### config.mk
export PLATFORM = sky130hd
export DESIGN_NAME = serial_frame_collector
export DESIGN_NICKNAME = d
export VERILOG_FILES = /design/src/rtl/sfc_pkg.sv /design/src/rtl/sfc_shift_core.sv /design/src/rtl/serial_frame_collector.sv
export SDC_FILE = /design/constraint.sdc
export NUM_CORES = 1
export LEC_CHECK = 0
export ABC_AREA = 1
export CAP_MARGIN = 20
export CORE_MARGIN = 2
export CORE_UTILIZATION = 54
export CTS_CLUSTER_SIZE = 16
export DETAILED_ROUTE_END_ITERATION = 8
export MAX_ROUTING_LAYER = met4
export PLACE_DENSITY = 0.84
export SETUP_SLACK_MARGIN = 0.5
export SLEW_MARGIN = 25
export SYNTH_ARGS = -nofsm -noshare
export SYNTH_HDL_FRONTEND = slang
export SYNTH_SLANG_ARGS = --single-unit
export TNS_END_PERCENT = 100
### constraint.sdc
create_clock -name clk -period 2.2 [get_ports clk]
set_input_delay 0.55 -clock clk [delete_from_list [all_inputs] [get_ports clk]]
set_output_delay 0.55 -clock clk [all_outputs]
set_load 0.02 [all_outputs]
### src/rtl/sfc_pkg.sv
// Shared definitions for the serial frame collector.
// Holds the default frame width and the output buffer state encoding.
package sfc_pkg;

    localparam int SFC_WIDTH = 7;

    typedef enum logic {
        ST_EMPTY = 1'b0,
        ST_FULL  = 1'b1
    } sfc_buf_state_e;

endpackage

### src/rtl/sfc_shift_core.sv
// Serial-to-parallel core: bit counter, shift register, frame_start.
// Ports: clk, reset (sync, active-high), bit_valid_i, bit_in_i,
//        frame_start_i, done_o (completion this cycle), frame_o (word).
import sfc_pkg::*;

module sfc_shift_core #(
    parameter int WIDTH = SFC_WIDTH
) (
    input  logic             clk,
    input  logic             reset,
    input  logic             bit_valid_i,
    input  logic             bit_in_i,
    input  logic             frame_start_i,
    output logic             done_o,
    output logic [WIDTH-1:0] frame_o
);

    localparam int CNT_W = $clog2(WIDTH + 1);

    logic [CNT_W-1:0] cnt_q, cnt_d, base_cnt;
    logic [WIDTH-1:0] sh_q, sh_d, word;

    // done_o/frame_o are combinational so the registered buffer
    // in the top presents the frame one cycle after the last bit.
    always_comb begin
        base_cnt = frame_start_i ? '0 : cnt_q;
        word     = frame_start_i ? '0 : sh_q;
        done_o   = 1'b0;
        cnt_d    = base_cnt;
        sh_d     = word;
        if (bit_valid_i) begin
            for (int i = 0; i < WIDTH; i++) begin
                if (base_cnt == CNT_W'(i)) begin
                    word[i] = bit_in_i;
                end
            end
            done_o = (base_cnt == CNT_W'(WIDTH - 1));
            if (done_o) begin
                cnt_d = '0;
                sh_d  = '0;
            end else begin
                cnt_d = base_cnt + CNT_W'(1);
                sh_d  = word;
            end
        end
    end

    assign frame_o = word;

    always_ff @(posedge clk) begin
        if (reset) begin
            cnt_q <= '0;
            sh_q  <= '0;
        end else begin
            cnt_q <= cnt_d;
            sh_q  <= sh_d;
        end
    end

endmodule

### src/rtl/serial_frame_collector.sv
// Serial frame collector: assembles LSB-first frames and offers them
// through a one-entry valid/ready buffer with a sticky overrun flag.
// Ports: clk, reset, bit_valid, bit_in, frame_start, out_valid,
//        out_ready, out_data[WIDTH], overrun; frame_cnt[16] only when
//        SERIAL_FRAME_COLLECTOR_FRAME_CNT_EN is defined.
import sfc_pkg::*;

module serial_frame_collector #(
    parameter int WIDTH = SFC_WIDTH
) (
    input  logic             clk,
    input  logic             reset,
    input  logic             bit_valid,
    input  logic             bit_in,
    input  logic             frame_start,
    output logic             out_valid,
    input  logic             out_ready,
    output logic [WIDTH-1:0] out_data,
    output logic             overrun
`ifdef SERIAL_FRAME_COLLECTOR_FRAME_CNT_EN
    ,
    output logic [15:0]      frame_cnt
`endif
);

    logic             done;
    logic [WIDTH-1:0] frame;

    sfc_buf_state_e   state_q;
    logic             out_valid_q;
    logic [WIDTH-1:0] out_data_q;
    logic             overrun_q;
`ifdef SERIAL_FRAME_COLLECTOR_FRAME_CNT_EN
    logic [15:0]      frame_cnt_q;
`endif

    sfc_shift_core #(
        .WIDTH(WIDTH)
    ) u_core (
        .clk           (clk),
        .reset         (reset),
        .bit_valid_i   (bit_valid),
        .bit_in_i      (bit_in),
        .frame_start_i (frame_start),
        .done_o        (done),
        .frame_o       (frame)
    );

    always_ff @(posedge clk) begin
        if (reset) begin
            state_q     <= ST_EMPTY;
            out_valid_q <= 1'b0;
            out_data_q  <= '0;
            overrun_q   <= 1'b0;
`ifdef SERIAL_FRAME_COLLECTOR_FRAME_CNT_EN
            frame_cnt_q <= '0;
`endif
        end else begin
            unique case (state_q)
                ST_EMPTY: begin
                    if (done) begin
                        out_data_q  <= frame;
                        out_valid_q <= 1'b1;
                        state_q     <= ST_FULL;
                    end
                end
                ST_FULL: begin
                    if (out_ready) begin
`ifdef SERIAL_FRAME_COLLECTOR_FRAME_CNT_EN
                        frame_cnt_q <= frame_cnt_q + 16'd1;
`endif
                        // Same-cycle refill keeps the buffer full.
                        if (done) begin
                            out_data_q <= frame;
                        end else begin
                            out_valid_q <= 1'b0;
                            state_q     <= ST_EMPTY;
                        end
                    end else if (done) begin
                        overrun_q <= 1'b1;
                    end
                end
                default: state_q <= ST_EMPTY;
            endcase
        end
    end

    assign out_valid = out_valid_q;
    assign out_data  = out_data_q;
    assign overrun   = overrun_q;
`ifdef SERIAL_FRAME_COLLECTOR_FRAME_CNT_EN
    assign frame_cnt = frame_cnt_q;
`endif

endmodule

==> impl_metrics.tcl, run 1 <==
set metrics [dict create \
    cp_data_required_time_ps 1650 \
    nNetsFinal 158 \
    die-area_sq_um 2010 \
    io_pins 15 \
    clk_pin_slew_worst_paths_ps 110 \
    post-route-period-util_pct 69.9 \
    clock_latency_ps 300 \
    vias_per_cell 5.13 \
    clockRootBuffer "clkbuf_4" \
    syn_inst 134 \
    cp-end-kind "output pin" \
    synth_cell_type_count 17 \
    vias 857 \
    clock_path_buffers 2 \
    arrival_ps 990 \
    synth_area_per_cell_sq_um 6.71 \
    cts_tree "done" \
    synth_seq_cells 19 \
    rows 14 \
    grt_max_degree 15 \
    ir_drop_mv 0.393 \
    use_met3_pct 3.60 \
    fin_tns_setup_ps 0 \
    worst_slew_pin_slew_ps 274 \
    hold_path_class "reg2reg" \
    p_per_area_nw_per_um2 532 \
    grt_usage_pct 22.2 \
    ctsHoldBuffers 0 \
    timing.hold.ws_ps 478 \
    gp_congestion 0.870 \
    ys_seq_area_share_pct 42.3 \
    die_w_microns 44.8 \
    layout.cells.most_common "nand2_1" \
    wire_per_inst_microns 11.0 \
    antenna_found_initial 0 \
    finalSetupViolCount 0 \
    cp_num_buf_inv 1 \
    hpwl_microns 1370 \
    syn_nets 140 \
    synth_warnings 0 \
    core_sq_um 1540 \
    status "completed" \
    numCtsBuffers 3 \
    min_period_ps 1540 \
    max_freq_ghz 0.650 \
    worst_slack_ps 662 \
    drt-initial-drc-count 33 \
    grt_pass1_wl_microns 3190 \
    finalWirelength_microns 1830 \
    cap_violations 0 \
    h-tree-depth 1 \
    drive_above_1_share_pct 7.28 \
    dp.cells 163 \
    path_cells "dlygate4sd2_1" \
    finalHoldViolCount 0 \
    globalRouteMet1Util_pct 23.8 \
    place_ws_ps 179 \
    final_max_slew_viol_count 0 \
    grt.busiest_layer "met2" \
    max_stage_delay_ps 350 \
    syn2layout_area_growth_pct 19.2 \
    grt-ovfl-total 0 \
    firstDrtPassIters 4 \
    grt_pass1_vias 810 \
    drcViolationCount 0 \
    place_area_sq_um 1040 \
    drtAntennaViolNets 0 \
    use_met2_pct 40.6 \
    cp_max_fo 2 \
    critical_path_class "reg2out" \
    numPortBuffers 14 \
    start_util_pct 58.4 \
    finalInstanceArea_sq_um 1070 \
    final_cell_mix "nand2_1 (37), nor2_1 (26), dfxtp_1 (19), inv_1 (17)" \
    p_leak_nw 0.553 \
    finalNonFillerCells 167 \
    clkSinkCount 19 \
    netlist_area_sq_um 900 \
    path_delay_family "flip-flops" \
    diodes 0 \
    relSlewSlack_pct 81.7 \
    fillerInstances 147 \
    cpMaxStageDelayCell "dfxtp_1" \
    dieHeight_microns 44.8 \
    skew_ps 7.47 \
    rsz0062_at_grt "no" \
    critPathLaunchType "flop" \
]
[repair_timing]
action | in CTS | in global routing
endpoints found under the setup margin | 10 | 16
resized for setup | 10 | 5
buffers inserted | 0 | 0
[report_power, final]
group,internal (mW),switching [mW],leakage [nW]
Sequential,0.347,0.00448,0.153
Combinational,0.0156,0.0251,0.385
Clock,0.0706,0.107,0.0150
Total,0.433,0.137,0.553
[cells in the mapped netlist]
cell / number / area [sq um]
inv_1: 17 / 63.8
buf_6: 2 / 22.5
nand3_1: 8 / 40.0
nand3_4: 1 / 17.5
inv_2: 2 / 7.51
nor2_4: 1 / 11.3
a21oi_1: 9 / 45.0
nand2_2: 1 / 6.26
nor2_1: 26 / 97.6
o21bai_1: 4 / 30.0
xor2_1: 1 / 8.76
nand2_1: 39 / 146
dfxtp_1: 19 / 380
clkinv_1: 1 / 3.75
o21a_1: 1 / 7.51
a31oi_1: 1 / 6.26
o21ai_0: 1 / 5.00
[layout make-up]
cell class	instances	area, sq um	share of cell area (%)
Tap cell	16	20.0	1.87
Clock buffer	4	26.3	2.45
Inverter	20	77.6	7.23
Timing Repair Buffer	15	141	13.2
Sequential cell	19	380	35.5
Multi-Input combinational cell	93	427	39.8
[cell families (layout without fill, tap and decap cells)]
group | after synthesis | after routing | share of synthesized area, %
compound gates | 16 | 16 | 10.4
xor+xnor | 1 | 1 | 0.974
buf+inv | 22 | 39 | 10.8
simple gates | 76 | 76 | 35.5
flops | 19 | 19 | 42.3
[final timing paths]
path / startpoint / end / slack [ps] / cells past startpoint
max: out_data[4] / out_data[4] / 660 / 1
min: overrun / overrun / 480 / 1
min reg2reg: overrun / overrun / 480 / 1
max reg2reg: u_core.cnt_q[1] / out_data[2] / 990 / 7
[routing by layer]
metal  routed length [microns]  vias to the layer above
met3                        84                        6
met1                       823                      379
met4                        31                        0
met2                       890                       30
li1                          -                      442
met5                         0                        -
[sequential cells by signal, indices dropped and copies added (netlist names)]
register	count
state_q	1
out_valid	1
u_core.sh_q	6
u_core.cnt_q	3
overrun	1
out_data	7
[metrics by stage]
step	utilization (%)	power [mW]
CTS	68.9	0.568
detailed placement	67.8	0.398
floorplan	-	0.380
finish	69.6	0.570
global placement	67.8	0.397
global route	69.6	0.590
Power figures use the tool's default switching activity.
==> inputs of run 2 (changes only) <==
--- a/config.mk
+++ b/config.mk
@@ -8,11 +8,11 @@
 export ABC_AREA = 1
 export CAP_MARGIN = 20
 export CORE_MARGIN = 2
-export CORE_UTILIZATION = 54
+export CORE_UTILIZATION = 50
 export CTS_CLUSTER_SIZE = 16
 export DETAILED_ROUTE_END_ITERATION = 8
 export MAX_ROUTING_LAYER = met4
-export PLACE_DENSITY = 0.84
+export PLACE_DENSITY = 0.79
 export SETUP_SLACK_MARGIN = 0.5
 export SLEW_MARGIN = 25
 export SYNTH_ARGS = -nofsm -noshare
==> constraint.sdc (replaced) <==
create_clock -name clk -period 1.5 [get_ports clk]
set_input_delay 0.375 -clock clk [delete_from_list [all_inputs] [get_ports clk]]
set_output_delay 0.375 -clock clk [all_outputs]
set_load 0.02 [all_outputs]
==> impl_metrics.tcl, run 2 (synthesis results as in run 1) <==
set metrics [dict create \
    nNetsFinal 178 \
    syn2layout_area_growth_pct 55.1 \
    cap_violations 0 \
    die_w_microns 46.4 \
    critPathLaunchType "flop" \
    status "completed" \
    largest_register_ff_count 7 \
    clockRootBuffer "clkbuf_4" \
    drt-initial-drc-count 83 \
    skew_ps 8.37 \
    clkSinkCount 19 \
    wire_per_inst_microns 13.9 \
    final_cell_mix "nand2_1 (28), nor2_1 (20), buf_4 (16), inv_1 (15), buf_6 (13)" \
    max_freq_ghz 0.806 \
    ir_drop_mv 0.476 \
    grt_pass1_wl_microns 4230 \
    seq_area_sq_um 403 \
    dieHeight_microns 46.4 \
    io_pins 15 \
    grt-ovfl-total 0 \
    drive_above_1_share_pct 46.8 \
    rsz0062_at_grt "yes" \
    arrival_ps 1480 \
    vias_per_cell 5.35 \
    ctsHoldBuffers 0 \
    p_per_area_nw_per_um2 627 \
    cp-end-kind "flop" \
    vias 1048 \
    r2r_slack_ps 260 \
    place_ws_ps -205 \
    drcViolationCount 0 \
    post-route-period-util_pct 82.7 \
    clk_pin_slew_worst_paths_ps 110 \
    hold_path_class "reg2reg" \
    worst_slack_ps 260 \
    numPortBuffers 14 \
    p_leak_nw 0.670 \
    rows 15 \
    worst_slew_pin_slew_ps 300 \
    diodes 0 \
    layout.cells.most_common "nand2_1" \
    cp-endpoint "out_data[0]" \
    clock_latency_ps 300 \
    final_max_slew_viol_count 0 \
    r2r-end "out_data[0]" \
    timing.hold.ws_ps 479 \
    finalWirelength_microns 2730 \
    fin_tns_setup_ps 0 \
    startpoint "u_core.cnt_q[1]" \
    r2r_start "u_core.cnt_q[1]" \
    finalSetupViolCount 0 \
    gp_congestion 0.857 \
    drtAntennaViolNets 0 \
    antenna_found_initial 0 \
    start_util_pct 52.7 \
    h-tree-depth 1 \
    cp_max_fo 7 \
    numCtsBuffers 3 \
    core_sq_um 1710 \
    grt_usage_pct 28.8 \
    firstDrtPassIters 4 \
    worstRegToRegCells 6 \
    clock_path_buffers 2 \
    fillerInstances 91 \
    critical_path_class "reg2reg" \
    grt_pass1_vias 996 \
    die-area_sq_um 2150 \
    finalHoldViolCount 0 \
    hpwl_microns 1440 \
    multi_input_area_sq_um 537 \
    min_period_ps 1240 \
    relSlewSlack_pct 80.0 \
    cp_data_required_time_ps 1730 \
    cts_tree "done" \
    grt_max_degree 12 \
]
-- run 2: cell count changes in the layout (fill, tap and decap cells not counted), moves of 3 or more --
cell / before / now
buf_4: 1 / 16
buf_6: 0 / 13
dfxtp_1: 19 / 7
dfxtp_2: 0 / 9
nand2_1: 37 / 28
a21oi_1: 9 / 3
a21oi_2: 0 / 6
dlygate4sd2_1: 9 / 3
nor2_1: 26 / 20
nand2_2: 3 / 8
nor2_2: 0 / 5
nand2_4: 0 / 4
dfxtp_4: 0 / 3
-- run 2: timing repair --
item                                    4_1_cts  5_1_grt
endpoints found under the setup margin       28       28
buffers inserted                              4        3
cloned                                        1        0
pin swaps                                    14       13
resized for setup                            92       16
-- run 2: where the power goes --
part	switching [mW]	internal (mW)
clock	0.161	0.0995
sequential	0.00726	0.506
combinational	0.0579	0.0423
-- run 2: critical path, stage by stage, from the launching register on --
cell and delay, ps:
dfxtp_4 410, nand2_4 70, nor2_4 220, nand3_4 170, nand2_2 110, nand2_2 70
nor2_2 130
-- run 2: layout make-up --
| type | instances | area share, % |
|---|---|---|
| clock buffers | 3 | 1.61 |
| clock inverters | 1 | 0.359 |
| inverters | 20 | 6.37 |
| multi-input cells | 94 | 38.5 |
| flip-flops and latches | 19 | 28.9 |
| well taps | 25 | 2.24 |
| repair buffers | 34 | 22.1 |
-- run 2: per-layer routing --
| metal | global-route usage [%] | up-vias | wire (microns) |
|---|---|---|---|
| li1 | - | 491 | - |
| met1 | 32.7 | 464 | 1030 |
| met2 | 45.8 | 71 | 1330 |
| met3 | 3.14 | 22 | 211 |
| met4 | 21.7 | 0 | 163 |
| met5 | - | - | 0 |
-- run 2: worst min path at each step --
stage	from	to	slack, ps	depth (start not counted)
global route	overrun	overrun	500	1
CTS	overrun	overrun	480	1
detailed placement	overrun	overrun	450	1
global placement	overrun	overrun	450	1
finish	overrun	overrun	480	1
floorplan	reset	u_core.cnt_q[1]	440	1
-- run 2: stage by stage --
step,power (mW),utilization [%],cells,cell area [sq um]
after floorplan,0.563,-,134,932
after global placement,0.605,68.8,184,1170
after detailed placement,0.606,68.8,184,1170
after CTS,0.874,77.8,193,1330
after global routing,0.912,81.7,196,1400
final,0.874,81.7,196,1400
